[src/rtl/scan_test_ctrl.sv]
// Scan test sequencer for a single mux-D scan chain.
// Loads each stimulus vector MSB first, runs functional capture, and compares
// the shifted-out response of the previous vector against its expected value
// while the next vector is loaded. The final vector is unloaded with zeros.
//
// state   | meaning
// --------+---------------------------------------------------------------
// IDLE    | waiting for start, chain frozen
// FETCH   | pat_ready high, waiting for the next vector, chain frozen
// SHIFT   | CHAIN_LEN shift cycles: load new vector, unload previous one
// CAPTURE | CAP_CYCLES functional cycles with scan_en low
// UNLOAD  | CHAIN_LEN shift cycles of zeros to unload the final response
// DONE    | one-cycle done pulse, then back to IDLE
module scan_test_ctrl #(
    parameter int CHAIN_LEN  = 5,
    parameter int CAP_CYCLES = 1,
    parameter int CNT_W      = 16
) (
    input  logic                 CK,
    input  logic                 RST,
    input  logic                 start,
    input  logic                 pat_valid,
    output logic                 pat_ready,
    input  logic [CHAIN_LEN-1:0] pat_data,
    input  logic [CHAIN_LEN-1:0] exp_data,
    input  logic                 pat_last,
    output logic                 scan_en,
    output logic                 scan_in,
    output logic                 chain_ce,
    input  logic                 scan_out,
    output logic                 busy,
    output logic                 done,
    output logic                 fail,
    output logic [CNT_W-1:0]     pat_count,
    output logic [CNT_W-1:0]     fail_count
);

    // One down-counter serves both the shift phases and the capture phase.
    localparam int MAX_LEN = (CHAIN_LEN > CAP_CYCLES) ? CHAIN_LEN : CAP_CYCLES;
    localparam int CW      = $clog2(MAX_LEN);
    localparam logic [CW-1:0]    SHIFT_LOAD = CW'(CHAIN_LEN - 1);
    localparam logic [CW-1:0]    CAP_LOAD   = CW'(CAP_CYCLES - 1);
    localparam logic [CW-1:0]    CNT_ONE    = CW'(1);
    localparam logic [CNT_W-1:0] CNT_MAX    = '1;
    localparam logic [CNT_W-1:0] CTR_ONE    = CNT_W'(1);

    typedef enum logic [2:0] {
        S_IDLE,
        S_FETCH,
        S_SHIFT,
        S_CAPTURE,
        S_UNLOAD,
        S_DONE
    } state_t;

    state_t               state, state_nxt;
    logic [CW-1:0]        cnt, cnt_nxt;
    logic [CHAIN_LEN-1:0] stim_sr, stim_nxt;
    logic [CHAIN_LEN-1:0] exp_cur, exp_cur_nxt;
    logic [CHAIN_LEN-1:0] exp_prev, exp_prev_nxt;
    logic                 last, last_nxt;
    logic                 have_resp, have_resp_nxt;
    logic                 vfail, vfail_nxt;
    logic                 fail_nxt, busy_nxt, done_nxt;
    logic                 scan_en_nxt, scan_in_nxt, chain_ce_nxt;
    logic [CNT_W-1:0]     pat_count_nxt, fail_count_nxt;
    logic                 mismatch, vfail_any;

    // Ready is a pure decode of the state register, so it is glitch-free.
    assign pat_ready = (state == S_FETCH);

    // State, datapath and registered chain controls.
    always_ff @(posedge CK or posedge RST) begin
        if (RST) begin
            state      <= S_IDLE;
            cnt        <= '0;
            stim_sr    <= '0;
            exp_cur    <= '0;
            exp_prev   <= '0;
            last       <= 1'b0;
            have_resp  <= 1'b0;
            vfail      <= 1'b0;
            fail       <= 1'b0;
            busy       <= 1'b0;
            done       <= 1'b0;
            scan_en    <= 1'b0;
            scan_in    <= 1'b0;
            chain_ce   <= 1'b0;
            pat_count  <= '0;
            fail_count <= '0;
        end else begin
            state      <= state_nxt;
            cnt        <= cnt_nxt;
            stim_sr    <= stim_nxt;
            exp_cur    <= exp_cur_nxt;
            exp_prev   <= exp_prev_nxt;
            last       <= last_nxt;
            have_resp  <= have_resp_nxt;
            vfail      <= vfail_nxt;
            fail       <= fail_nxt;
            busy       <= busy_nxt;
            done       <= done_nxt;
            scan_en    <= scan_en_nxt;
            scan_in    <= scan_in_nxt;
            chain_ce   <= chain_ce_nxt;
            pat_count  <= pat_count_nxt;
            fail_count <= fail_count_nxt;
        end
    end

    // Next-state logic; chain controls are computed for the cycle being entered
    // so that they come straight out of flops.
    always_comb begin
        state_nxt      = state;
        cnt_nxt        = cnt;
        stim_nxt       = stim_sr;
        exp_cur_nxt    = exp_cur;
        exp_prev_nxt   = exp_prev;
        last_nxt       = last;
        have_resp_nxt  = have_resp;
        vfail_nxt      = vfail;
        fail_nxt       = fail;
        busy_nxt       = busy;
        done_nxt       = 1'b0;
        scan_en_nxt    = scan_en;
        scan_in_nxt    = scan_in;
        chain_ce_nxt   = chain_ce;
        pat_count_nxt  = pat_count;
        fail_count_nxt = fail_count;
        mismatch       = 1'b0;
        vfail_any      = 1'b0;

        case (state)
            S_IDLE: begin
                scan_en_nxt  = 1'b0;
                scan_in_nxt  = 1'b0;
                chain_ce_nxt = 1'b0;
                if (start) begin
                    state_nxt      = S_FETCH;
                    fail_nxt       = 1'b0;
                    pat_count_nxt  = '0;
                    fail_count_nxt = '0;
                    have_resp_nxt  = 1'b0;
                    vfail_nxt      = 1'b0;
                    busy_nxt       = 1'b1;
                end
            end

            S_FETCH: begin
                if (pat_valid) begin
                    stim_nxt     = pat_data;
                    exp_prev_nxt = exp_cur;
                    exp_cur_nxt  = exp_data;
                    last_nxt     = pat_last;
                    cnt_nxt      = SHIFT_LOAD;
                    state_nxt    = S_SHIFT;
                    scan_en_nxt  = 1'b1;
                    chain_ce_nxt = 1'b1;
                    scan_in_nxt  = pat_data[CHAIN_LEN-1];
                end
            end

            S_SHIFT: begin
                // Stimulus and expected response both walk MSB first.
                mismatch     = have_resp && (scan_out != exp_prev[CHAIN_LEN-1]);
                vfail_any    = vfail | mismatch;
                stim_nxt     = stim_sr << 1;
                exp_prev_nxt = exp_prev << 1;
                if (cnt == '0) begin
                    if (vfail_any) begin
                        fail_nxt = 1'b1;
                        if (fail_count != CNT_MAX)
                            fail_count_nxt = fail_count + CTR_ONE;
                    end
                    vfail_nxt   = 1'b0;
                    cnt_nxt     = CAP_LOAD;
                    state_nxt   = S_CAPTURE;
                    scan_en_nxt = 1'b0;
                    scan_in_nxt = 1'b0;
                end else begin
                    vfail_nxt   = vfail_any;
                    cnt_nxt     = cnt - CNT_ONE;
                    scan_in_nxt = stim_sr[CHAIN_LEN-2];
                end
            end

            S_CAPTURE: begin
                if (cnt == '0) begin
                    pat_count_nxt = pat_count + CTR_ONE;
                    have_resp_nxt = 1'b1;
                    if (last) begin
                        state_nxt    = S_UNLOAD;
                        cnt_nxt      = SHIFT_LOAD;
                        scan_en_nxt  = 1'b1;
                        chain_ce_nxt = 1'b1;
                        scan_in_nxt  = 1'b0;
                    end else begin
                        state_nxt    = S_FETCH;
                        scan_en_nxt  = 1'b0;
                        chain_ce_nxt = 1'b0;
                    end
                end else begin
                    cnt_nxt = cnt - CNT_ONE;
                end
            end

            S_UNLOAD: begin
                mismatch    = (scan_out != exp_cur[CHAIN_LEN-1]);
                vfail_any   = vfail | mismatch;
                exp_cur_nxt = exp_cur << 1;
                scan_in_nxt = 1'b0;
                if (cnt == '0) begin
                    if (vfail_any) begin
                        fail_nxt = 1'b1;
                        if (fail_count != CNT_MAX)
                            fail_count_nxt = fail_count + CTR_ONE;
                    end
                    vfail_nxt    = 1'b0;
                    state_nxt    = S_DONE;
                    done_nxt     = 1'b1;
                    scan_en_nxt  = 1'b0;
                    chain_ce_nxt = 1'b0;
                end else begin
                    vfail_nxt = vfail_any;
                    cnt_nxt   = cnt - CNT_ONE;
                end
            end

            S_DONE: begin
                state_nxt = S_IDLE;
                busy_nxt  = 1'b0;
            end

            default: begin
                state_nxt = S_IDLE;
            end
        endcase
    end

endmodule

[config.mk]
export PLATFORM = sky130hd
export DESIGN_NAME = scan_test_ctrl
export DESIGN_NICKNAME = d
export VERILOG_FILES = /design/src/rtl/scan_test_ctrl.sv
export SDC_FILE = /design/constraint.sdc
export NUM_CORES = 1
export LEC_CHECK = 0
export CORE_ASPECT_RATIO = 0.7
export CORE_MARGIN = 5
export CORE_UTILIZATION = 53
export CTS_BUF_LIST = sky130_fd_sc_hd__clkbuf_16
export DETAILED_ROUTE_END_ITERATION = 10
export MAX_ROUTING_LAYER = met4
export PLACE_DENSITY_LB_ADDON = 0.15
export SYNTH_ARGS = -nofsm -noshare
export SYNTH_HDL_FRONTEND = slang
export SYNTH_SLANG_ARGS = --single-unit
[constraint.sdc]
create_clock -name CK -period 2.3 [get_ports CK]
set_input_delay 0.46 -clock CK [delete_from_list [all_inputs] [get_ports CK]]
set_output_delay 0.46 -clock CK [all_outputs]
set_load 0.01 [all_outputs]
==> results.md, run 1 <==
- Worst EP arrival: 1730 ps
- Skew-Pair Late Insertion Delay: 330 ps
- Fin nets: 448
- Die width: 103 um
- Worst Max-Slew Pin Slew: 516 ps
- Post-CTS Setup Repair Bufs: 0
- Syn. warnings: 0
- Highest metal used: met4
- GRT Total Usage: 24.0%
- DIE HEIGHT: between 70 and 80 um
- Clock sinks: 61
- Initial antenna violation count: 0
- Post-synthesis cell type count: roughly 50
- Final instance area: 4180 um^2
- DR WL met2: about 3600 um
- Filler cell count: 465
- Count of final setup violators: 0
- Final Hold Violating Endpoints: 0
- Die ar.: 7670 um^2
- TritonCTS Buffers: 9
- Area grow syn2layout: 31.5%
- Sequential fraction of the synthesis area: 48.0%
- Post-Synthesis Cells: 356
- Slew Limit Fails: 0
- Syn_area_per_cell: 8.93 um^2
- Remaining global-route overflow: 0
- Pwr/cell area: 1150 nW/um^2
- #FFs+latches synth: 61
- Worst Path Required: 1840 ps
- Max_cap viols: 0
- Dpl ws: -120 ps
- Final GP Congestion: about 0.92
- Final ANT Viol Nets: 0
- Largest net degree at the start of global routing: 49
- Top_reg_cell synth: dfrtp_1
- Peak VDD IR: 0.000536 V
- CP Launch Point: state[1]$_DFFE_PP0P_
- Post-Syn Nets: 376
- Via count: between 3,000 and 4,000
- DP Area: 3910 um^2
- First-pass GRT wire length: 13,600 um
- DRC violations left: 0
- LEAKAGE: between 1.5 and 2 nW
- H-tree levels: 3
- CP endpoint kind: output pin
- Crit path setup slack, layout: 106 ps
- Crit path capture: pat_ready
- Core ar.: 5780 um^2
- Relative slew slack: between 60% and 70%
- Number of global-route vias before repair: about 2,800
- Met1 wire length: 4020 um
- HPWL after DPL: 6060 um
- Share of post-route cells with drive strength above 1: 10.2%
- Final period util: a little over nine tenths
- R2R setup slack: approximately 120 ps
- Maximum clock path buffer count: 2
- R2R Path End: fail_count[15]$_DFFE_PP0P_
- Final min period: 2190 ps
- Metal3 WL: 746 um
- # IOs: 55
- Total Wirelength: around 8500 um
- CTS tree: done
- Cell row count: 23
- Synth Cell Area: between 3000 and 4000 um^2
- Initial core utilization: 54.9%
- Clk_skew: 3.54 ps
- # diodes: 0
- Number of synthesized flops with an enable pin: 0
- DR vias/cell: 5.98
- Min-Delay Path Class: input pin to asynchronous set/reset pin
- R2R Path Start: state[2]$_DFFE_PP0P_
- Register-to-Register Path Depth: 5
- RSZ-0062 raised after global routing: false
- Count of input and output buffers: 54
- Routed WL per cell: 16.6 um
- Maximum clock rate: roughly 0.46 GHz
- Worst Path Max Fanout: 13
- First DRT Iteration DRCs: 164
- Worst setup SP type: flop
- Clk pin slew, worst setup/hold paths: roughly 50 ps
- First-pass DRT Iterations: 4
- Root Buffer: clkbuf_16
- Outcome: complete, no violations
- Setup CP Type: flop to output pin
- Async S/R FF share, synth: 100%
synth_stat cells, types with 4 or more instances:
library cell / number / area, um^2
or3_1: 7 / 43.8
nand3_1: 18 / 90.1
o21ai_0: 21 / 105
nand2b_1: 4 / 25.0
and3_1: 8 / 50.1
nand4_1: 10 / 62.6
o22ai_1: 15 / 93.8
o211ai_1: 6 / 45.0
o31ai_1: 8 / 60.1
o21ai_1: 16 / 80.1
nor3_1: 6 / 30.0
nor2_1: 37 / 139
inv_1: 15 / 56.3
a21oi_1: 19 / 95.1
nand2_1: 39 / 146
clkbuf_1: 7 / 26.3
ha_1: 4 / 50.1
dfrtp_1: 61 / 1530
per-stage QoR:
step	cells	setup TNS (ps)	power, mW	utilization [%]	hold slack, ps
after floorplan	356	0	2.82	-	450
after global placement	492	-405	3.52	67.6	470
after detailed placement	492	-777	3.59	67.6	480
after CTS	508	0	4.79	72.1	408
after global routing	508	0	5.13	72.2	428
final	508	0	4.80	72.2	405
how the worst min path moves through the flow:
stage,depth (start not counted),to,slack (ps),startpoint
2_1_floorplan,2,cnt[1]$_DFFE_PP0P_,450,cnt[1]$_DFFE_PP0P_
3_3_place_gp,2,cnt[1]$_DFFE_PP0P_,470,cnt[1]$_DFFE_PP0P_
3_5_place_dp,1,pat_count[15]$_DFFE_PP0P_,480,pat_count[15]$_DFFE_PP0P_
4_1_cts,2,stim_sr[1]$_DFFE_PP0P_,410,RST
5_1_grt,2,stim_sr[1]$_DFFE_PP0P_,430,RST
6_report,2,fail_count[7]$_DFFE_PP0P_,410,RST
power breakdown:
part	switching [mW]	internal (mW)
clock network	0.462	0.709
registers	0.342	1.39
logic	1.04	0.865
final cells by class:
| cell class | count | area, um^2 | area share [%] |
|---|---|---|---|
| multi-input combinational | 266 | 1530 | 36.6 |
| sequential | 61 | 1530 | 36.6 |
| timing repair buffer | 75 | 711 | 17.0 |
| clock buffer | 9 | 225 | 5.39 |
| tap | 75 | 93.8 | 2.25 |
| inverter | 15 | 56.3 | 1.35 |
| clock inverter | 7 | 33.8 | 0.809 |
registers in the layout, summed over array words and instances (netlist names):
name and count:
scan_en 1, vfail 1, have_resp 1, pat_count 16
exp_cur 5, scan_in 1, busy 1, chain_ce 1
cnt 3, state 3, fail 1, stim_sr 4
exp_prev 5, fail_count 16, done 1, last 1
logic make-up after synthesis:
logic type                 Yosys count  synth area share (%)
and+or+nand+nor                    146                  22.8
DFF                                 61                  48.0
buffers and inverters               29                  4.02
AOI/OAI and AO/OA                  108                  21.1
xor gates and xnor gates             3                 0.827
adders and majority gates            4                  1.57
muxes                                5                  1.65
routing by layer:
layer  vias to the layer above  track usage, %
met3                         8            8.43
li1                       1460               -
met2                       128            33.7
met1                      1442            33.4
met4                         0            5.39
met5                         -               -
repair_timing:
| action | in CTS | in global routing |
|---|---|---|
| gates resized for setup | 0 | 3 |
| setup endpoints to repair | 0 | 6 |
| hold buffers | 0 | 0 |
critical path: stages, from the launching register on:
cell	delay, ps
dfrtp_2	490
buf_4	180
nor3_1	170
clkdlybuf4s50_1	570
layout by cell type (no fill, tap or decap), types with 8 or more instances in the layout:
cell type        synthesis  layout
dfrtp_1                 61      60
clkdlybuf4s50_1          0      54
nand2_1                 39      39
nor2_1                  37      37
o21ai_0                 21      21
buf_4                    0      20
a21oi_1                 19      19
nand3_1                 18      18
o21ai_1                 16      16
inv_1                   15      15
o22ai_1                 15      15
nand4_1                 10      10
clkbuf_16                0       9
and3_1                   8       8
o31ai_1                  8       8
Note: power is estimated with default switching activity, not from simulation.
==> inputs of run 2 (changes only) <==
GPL_TIMING_DRIVEN = 0   (was default)
SETUP_SLACK_MARGIN = 0.1   (was default)
==> results.md, run 2 (synthesis results as in run 1) <==
- CTS Hold Bufs: 0 (unchanged)
- # diodes: 0 (unchanged)
- Core ar.: 5780 um^2 (unchanged)
- Final Hold Violating Endpoints: 0 (unchanged)
- Worst Path Max Fanout: 10 (-3)
- DR vias/cell: 6.15 (+2.8%)
- Maximum clock path buffer count: 2 (unchanged)
- Most frequent cells in the layout: dfrtp_1 (60), clkdlybuf4s50_1 (52), nand2_1 (39)
- CP Cell Sequence: inv_2, ha_4, and2b_2, a22oi_2, or4_4, buf_6, buf_6, o21ai_1, o41ai_1
- Worst EP arrival: 2350 ps (+620 ps)
- TritonCTS Buffers: 9 (unchanged)
- Largest net degree at the start of global routing: 36 (-27%)
- Area grow syn2layout: 34.8%
- Pwr/cell area: 1200 nW/um^2 (+4.4%)
- Die width: 103 um (unchanged)
- Crit-path max cell delay: 530 ps (-40 ps)
- Total Power: 5.14 mW (+7.1%)
- Outcome: complete, no violations
- DRC violations left: 0 (unchanged)
- Setup Total Neg Slack: 0 ps (unchanged)
- Via count: 3,124 (+2.8%)
- Maximum clock rate: 0.466 GHz (+2.3%)
- Critical path's slowest cell: or4_4
- Fin Hold WS: 495 ps (+89.2 ps)
- LEAKAGE: 1.79 nW (+1.3%)
- Cell row count: 23 (unchanged)
- Count of input and output buffers: 54 (unchanged)
- First DRT Iteration DRCs: 189 (+15%)
- Clock sinks: 61 (unchanged)
- RSZ-0062 raised after global routing: false
- Core Util, Final: 74.1% (+1.9 points)
- Final ANT Viol Nets: 0 (unchanged)
- Remaining global-route overflow: 0 (unchanged)
- First-pass GRT wire length: 14,600 um (+7.3%)
- Most common cell after layout, fill and taps aside: dfrtp_1
- # IOs: 55 (unchanged)
- Worst Path Required: 2500 ps (+660 ps)
- Critical path's most frequent cell: buf_6
- Final GP Congestion: 0.920 (+0.47%)
- Initial antenna violation count: 0 (unchanged)
- CTS tree: done
- Number of global-route vias before repair: 2,908 (+2.9%)
- DIE HEIGHT: 74.8 um (unchanged)
- GRT Total Usage: 25.7% (+1.8 points)
- Min-Delay Path Class: flop to flop
- HPWL after DPL: 6180 um (+2.0%)
- Total Wirelength: 8930 um (+5.6%)
- Share of post-route cells with drive strength above 1: 12.2% (+2.1 points)
- Max_cap viols: 0 (unchanged)
- Clk pin slew, worst setup/hold paths: 50 ps (about the same)
- Routed WL per cell: 17.6 um (+5.6%)
- Skew-Pair Late Insertion Delay: 330 ps (about the same)
- Non-filler instance count after layout: 508 (unchanged)
- Final min period: 2140 ps (-49.1 ps)
- # placed instances: 486 (-1.2%)
- Filler cell count: 426 (-8.4%)
- Relative slew slack: 57.4% (-7.9 points)
- Initial core utilization: 54.9% (unchanged)
- H-tree levels: 3 (unchanged)
- Setup CP Type: flop to flop
- Clk_skew: 5.90 ps (+2.36 ps)
- Worst setup SP type: flop
- Final period util: 93.2% (-2.1 points)
- CP endpoint kind: flop
- Peak VDD IR: 0.000639 V (+19%)
- Worst Max-Slew Pin Slew: 635 ps (+119 ps)
- Slew Limit Fails: 0 (unchanged)
- Die ar.: 7670 um^2 (unchanged)
- First-pass DRT Iterations: 4 (unchanged)
- Count of final setup violators: 0 (unchanged)
- Largest registers: fail_count: 16 flops, pat_count: 16 flops
- Root Buffer: clkbuf_16
- Fin nets: 448 (unchanged)
-- run 2: timing repair --
action / CTS / global route
gates resized for setup: 8 / 26
cloned: 0 / 0
buffers inserted: 1 / 5
pin swaps: 0 / 2
endpoints found under the setup margin: 19 / 20
-- run 2: worst max-delay path, delay by kind of cell, from the launching register on --
kind	cells	cell delay (ps)
buffers and inverters	3	390
and+or+nand+nor	2	760
AOI/OAI and AO/OA	3	320
adders and majority gates	1	160
DFF	1	400
-- run 2: where the power goes --
part           leakage (nW)  total (mW)  switching (mW)  internal, mW
Sequential            0.789        1.68           0.301          1.38
Clock                 0.153        1.42           0.481         0.941
Combinational         0.847        2.04            1.15         0.886
-- run 2: routing by layer --
metal / wire length (um) / vias up / GRT usage [%]
met3: 658 / 15 / 6.20
met4: 110 / 0 / 6.55
met2: 3940 / 135 / 36.6
li1: - / 1457 / -
met1: 4210 / 1517 / 37.1
met5: 0 / - / -
-- run 2: final timing paths --
check / cells past startpoint / slack, ps / endpoint / startpoint
max: 9 / 160 / fail_count[11]$_DFFE_PP0P_ / cnt[0]$_DFFE_PP0P_
min: 1 / 490 / pat_count[15]$_DFFE_PP0P_ / pat_count[15]$_DFFE_PP0P_
max reg2reg: 9 / 160 / fail_count[11]$_DFFE_PP0P_ / cnt[0]$_DFFE_PP0P_
min reg2reg: 1 / 490 / pat_count[15]$_DFFE_PP0P_ / pat_count[15]$_DFFE_PP0P_
max in group asynchronous: 3 / 1130 / state[2]$_DFFE_PP0P_ / RST
min in group asynchronous: 2 / 530 / fail_count[9]$_DFFE_PP0P_ / RST
-- run 2: final cells by class --
| class | instances | area, um^2 | area share (%) |
|---|---|---|---|
| Timing Repair Buffer | 61 | 607 | 14.2 |
| Inverter | 15 | 56.3 | 1.31 |
| Clock inverter | 7 | 90.1 | 2.10 |
| Multi-Input combinational cell | 266 | 1600 | 37.3 |
| Sequential cell | 61 | 1530 | 35.6 |
| Buffer | 14 | 88.8 | 2.07 |
| Clock buffer | 9 | 225 | 5.26 |
| Tap cell | 75 | 93.8 | 2.19 |
-- run 2: per-stage QoR --
stage | worst slack (ps) | area (um^2)
final | 156 | 4290
after global routing | 64.3 | 4290
after CTS | 114 | 4170
after detailed placement | -189 | 3830
after global placement | -756 | 3810
after floorplan | 239 | 3180
==> inputs of run 3 (changes only) <==
RECOVER_POWER = 25   (was default)
==> results.md, run 3 (synthesis results as in run 1) <==
- Clock sinks: 61 (unchanged)
- Dpl ws: -189 ps (unchanged)
- HPWL after DPL: 6180 um (unchanged)
- RSZ-0062 raised after global routing: false
- First DRT Iteration DRCs: 189 (unchanged)
- # diodes: 0 (unchanged)
- Cell row count: 23 (unchanged)
- DP Area: 3830 um^2 (unchanged)
- CP Launch Point: cnt[0]$_DFFE_PP0P_
- Die ar.: 7670 um^2 (unchanged)
- Worst min-delay path endpoint: pat_count[15]$_DFFE_PP0P_
- Final min period: 2140 ps (-0.0110 ps)
- Initial core utilization: 54.9% (unchanged)
- Count of final setup violators: 0 (unchanged)
- Clk pin slew, worst setup/hold paths: 50 ps (about the same)
- Share of post-route cells with drive strength above 1: 12.0% (-0.23 points)
- Worst Path Max Fanout: 10 (unchanged)
- Fin nets: 448 (unchanged)
- Skew-Pair Late Insertion Delay: 330 ps (about the same)
- First-pass DRT Iterations: 4 (unchanged)
- Hold Path Origin: pat_count[15]$_DFFE_PP0P_
- Critical path's slowest cell: or4_4
- Root Buffer: clkbuf_16
- Cell depth of the worst min-delay path: 1 (unchanged)
- Total Power: 5.14 mW (about the same)
- R2R Path End: fail_count[11]$_DFFE_PP0P_
- Most common cell after layout, fill and taps aside: dfrtp_1
- Initial antenna violation count: 0 (unchanged)
- Count of input and output buffers: 54 (unchanged)
- Final period util: 93.2% (about the same)
- DRC violations left: 0 (unchanged)
- Number of global-route vias before repair: 2,908 (unchanged)
- Largest net degree at the start of global routing: 36 (unchanged)
- Min-Delay Path Class: flop to flop
- Largest registers: fail_count: 16 flops, pat_count: 16 flops
- Crit path setup slack, layout: 156 ps (+0.0110 ps)
- Critical path's most frequent cell: buf_6
- Final Hold Violating Endpoints: 0 (unchanged)
- # IOs: 55 (unchanged)
- CTS tree: done
- Die width: 103 um (unchanged)
- Worst setup SP type: flop
- CP Cell Sequence: inv_2, ha_4, and2b_2, a22oi_2, or4_4, buf_6, buf_6, o21ai_1, o41ai_1
- Setup CP Type: flop to flop
- Final instance area: 4290 um^2 (unchanged)
- H-tree levels: 3 (unchanged)
- Maximum clock path buffer count: 2 (unchanged)
- First-pass GRT wire length: 14,600 um (unchanged)
- Via count: 3,132 (+0.26%)
- Core ar.: 5780 um^2 (unchanged)
- Total Wirelength: 8910 um (-0.12%)
- Pwr/cell area: 1200 nW/um^2 (about the same)
- Remaining global-route overflow: 0 (unchanged)
- GRT Total Usage: 25.7% (unchanged)
- Final ANT Viol Nets: 0 (unchanged)
- TritonCTS Buffers: 9 (unchanged)
- Area of the multi-input gates: 1600 um^2 (unchanged)
- Peak VDD IR: 0.000639 V (about the same)
- Register-to-Register Path Depth: 9 (unchanged)
- Slew Limit Fails: 0 (unchanged)
- Most frequent cells in the layout: dfrtp_1 (60), clkdlybuf4s50_1 (51), nand2_1 (39)
- Relative slew slack: 23.7% (-34 points)
- Max_cap viols: 0 (unchanged)
- LEAKAGE: 1.79 nW (about the same)
- Worst Max-Slew Pin Slew: 1140 ps (+509 ps)
- DIE HEIGHT: 74.8 um (unchanged)
- Worst Path Required: 2500 ps (about the same)
- Maximum clock rate: 0.466 GHz (about the same)
- Reg area: 1530 um^2 (unchanged)
- Routed WL per cell: 17.5 um (-0.12%)
- CP endpoint kind: flop
- R2R setup slack: 160 ps (about the same)
- Filler cell count: 426 (unchanged)
- DR vias/cell: 6.17 (+0.26%)
- Worst EP arrival: 2350 ps (about the same)
- Outcome: complete, no violations
- Clk_skew: 5.90 ps (+0.00386 ps)
- R2R Path Start: cnt[0]$_DFFE_PP0P_
- Area grow syn2layout: 34.8% (unchanged)
- Final GP Congestion: 0.920 (unchanged)
- Crit-path max cell delay: 530 ps (about the same)
## run 3: cell types whose count changed in the layout (fill, tap and decap cells not counted), sizes merged
cell,delta
clkdlybuf4s50,-1
dlygate4sd3,+1
## run 3: timing repair
item,CTS,global route
buffers inserted,1,5
gates resized for setup,8,26
pin swaps,0,2
hold buffers,0,0
endpoints found under the setup margin,19,20
## run 3: where the power goes
group          switching, mW  total [mW]  internal [mW]
combinational           1.15        2.04          0.886
clock                  0.482        1.42          0.941
sequential             0.301        1.68           1.38
## run 3: per-layer routing
metal / global-route usage, % / vias up / routed length, um
li1: - / 1459 / -
met1: 37.1 / 1518 / 4220
met2: 36.6 / 140 / 3930
met3: 6.20 / 15 / 655
met4: 6.55 / 0 / 110
met5: - / - / 0
## run 3: cell type report
| cell class | instances | area share (%) |
|---|---|---|
| buffer | 14 | 2.07 |
| clock buffer | 9 | 5.26 |
| clock inverter | 7 | 2.10 |
| inverter | 15 | 1.31 |
| multi-input combinational | 266 | 37.3 |
| sequential | 61 | 35.6 |
| tap | 75 | 2.19 |
| timing repair buffer | 61 | 14.2 |
## run 3: per-stage QoR
step           setup TNS [ps]  utilization (%)  cells  hold WS (ps)
6_report                    0             74.1    508           495
5_1_grt                     0             74.1    508           529
4_1_cts                     0             72.1    503           489
3_5_place_dp            -2240             66.3    486           478
3_3_place_gp           -47800             65.9    485           464
2_1_floorplan               0                -    356           450
## run 3: how the worst max path moves through the flow
stage	endpoint	slack, ps	cells past startpoint
6_report	fail_count[11]$_DFFE_PP0P_	160	9
5_1_grt	pat_count[13]$_DFFE_PP0P_	60	9
2_1_floorplan	pat_count[15]$_DFFE_PP0P_	240	9
3_5_place_dp	fail_count[5]$_DFFE_PP0P_	-190	7
4_1_cts	pat_count[13]$_DFFE_PP0P_	110	9
3_3_place_gp	state[1]$_DFFE_PP0P_	-760	2
## run 3: worst max-delay path, delay by kind of cell (launching register included)
family,cells,cell delay (ps)
compound gates,3,320
buf+inv,3,390
flops,1,400
simple gates,2,760
fa+ha+maj,1,160
==> patch: new RTL, config.mk and constraints of run 1 <==
Re-encode `state_t` (6 states) as one-hot, 6 bits wide.
--- a/src/rtl/scan_test_ctrl.sv
+++ b/src/rtl/scan_test_ctrl.sv
@@ -44,13 +44,13 @@
     localparam logic [CNT_W-1:0] CNT_MAX    = '1;
     localparam logic [CNT_W-1:0] CTR_ONE    = CNT_W'(1);
 
-    typedef enum logic [2:0] {
-        S_IDLE,
-        S_FETCH,
-        S_SHIFT,
-        S_CAPTURE,
-        S_UNLOAD,
-        S_DONE
+    typedef enum logic [5:0] {
+        S_IDLE    = 6'b000001,
+        S_FETCH   = 6'b000010,
+        S_SHIFT   = 6'b000100,
+        S_CAPTURE = 6'b001000,
+        S_UNLOAD  = 6'b010000,
+        S_DONE    = 6'b100000
     } state_t;
 
     state_t               state, state_nxt;
Check against the original RTL: same outputs for any inputs over 10 cycles, from zero or initial values and one cycle with RST high; not proved beyond that.
==> patch against run 1 <==
Worst setup slack got worse by 0.030 ns. Synthesized area rose by 12%. Critical path depth rose by 5. Via count rose by 14%. Sequential cell count rose by 3. Clock skew rose by 0.0027 ns. Non-clock buffer count rose by 11. Cell area rose by 13%. Sequential power fell by 6%. Wire length rose by 10%. Die area rose by 11%. Largest power group is now sequential cells. Total power fell by 6.0%.
==> patch: results (changes against run 1) <==
Finish
  • Largest regs: fail_count x16, pat_count x16, state x6 (was fail_count x16, pat_count x16)
  • Final Non-Filler Cells: 575 (was 508)

Worst setup path
  • Crit path max-delay family: simple AND/OR/NAND/NOR gates (was buffers and inverters)
  • Worst setup EP type: flip-flop (was output pin)
  • CP max stage delay: 0.45 ns (was 0.57 ns)
  • Worst reg2reg endpoint: fail_count[5] (was fail_count[15])
  • Reg2reg path depth: 8 (was 5)
  • Slowest stage cell on the critical path: dfrtp_2 (was clkdlybuf4s50_1)
  • R2r setup slk: 0.08 ns (was 0.12 ns)

Global routing
  • M2 GR Usage: 0.339 (was 0.337)
  • Largest net degree at the start of global routing: 65 (was 49)
  • Met1 usage: 0.347 (was 0.334)

Timing
  • Worst-Margin Slew: 0.674 ns (was 0.516 ns)
  • FMAX: 450 MHz (was 456 MHz)
  • Hold_ws: 0.480 ns (was 0.405 ns)

Synthesis
  • Adder-cell share of the synthesized area: 0.0141 (was 0.0157)
  • Register area share after synthesis: 0.450 (was 0.480)
  • Syn Nets: 419 (was 376)
  • Number of distinct library cells after synthesis: 57 (was 51)

Placed design
  • DP Area: 4360 µm² (was 3910 µm²)
  • GPL Wtd Cong: 0.892 (was 0.916)
  • Post-DP HPWL: 6570 µm (was 6060 µm)
  • Post-Place Cells: 557 (was 492)

Routing
  • DR pass1 iterations: 5 (was 4)
  • 1st-iter DRT viols: 192 (was 164)

Run status
  • Outcome: finished clean (unchanged)

Power and ir drop
  • Peak supply drop: 0.480 mV (was 0.536 mV)

Clock network
  • Setup bufs post-CTS: 3 (was 0)
==> patch: cell count changes in the layout (fill, tap and decap cells not counted), moves of 9 or more <==
cell	change
o21ai_1	-16
o22ai_1	-10
buf_4	+9
o31ai_1	+12
o21ai_0	+27
a21oi_1	-9
==> patch: cell type report <==
| class | count | area, µm² |
|---|---|---|
| fill | 525 | 1900 |
| multi-input combinational | 302 | 1840 |
| sequential | 64 | 1600 |
| timing repair buffer | 86 | 808 |
| clock buffer | 9 | 225 |
| tap | 94 | 118 |
| clock inverter | 6 | 85.1 |
| inverter | 14 | 52.6 |
==> patch: report_power, final <==
group	total [mW]	internal (mW)	switching [mW]
sequential	1.63	1.38	0.252
clock	1.43	0.937	0.496
combinational	1.45	0.686	0.765
==> patch: kinds of logic (layout without fill, tap and decap cells) <==
logic type,after synthesis,after routing
AO/OA/AOI/OAI,122,122
XOR/XNOR,4,4
adder cells (fa/ha/maj),4,4
buffers and inverters,33,115
flip-flops,64,64
multiplexers,12,12
AND/OR/NAND/NOR,160,160
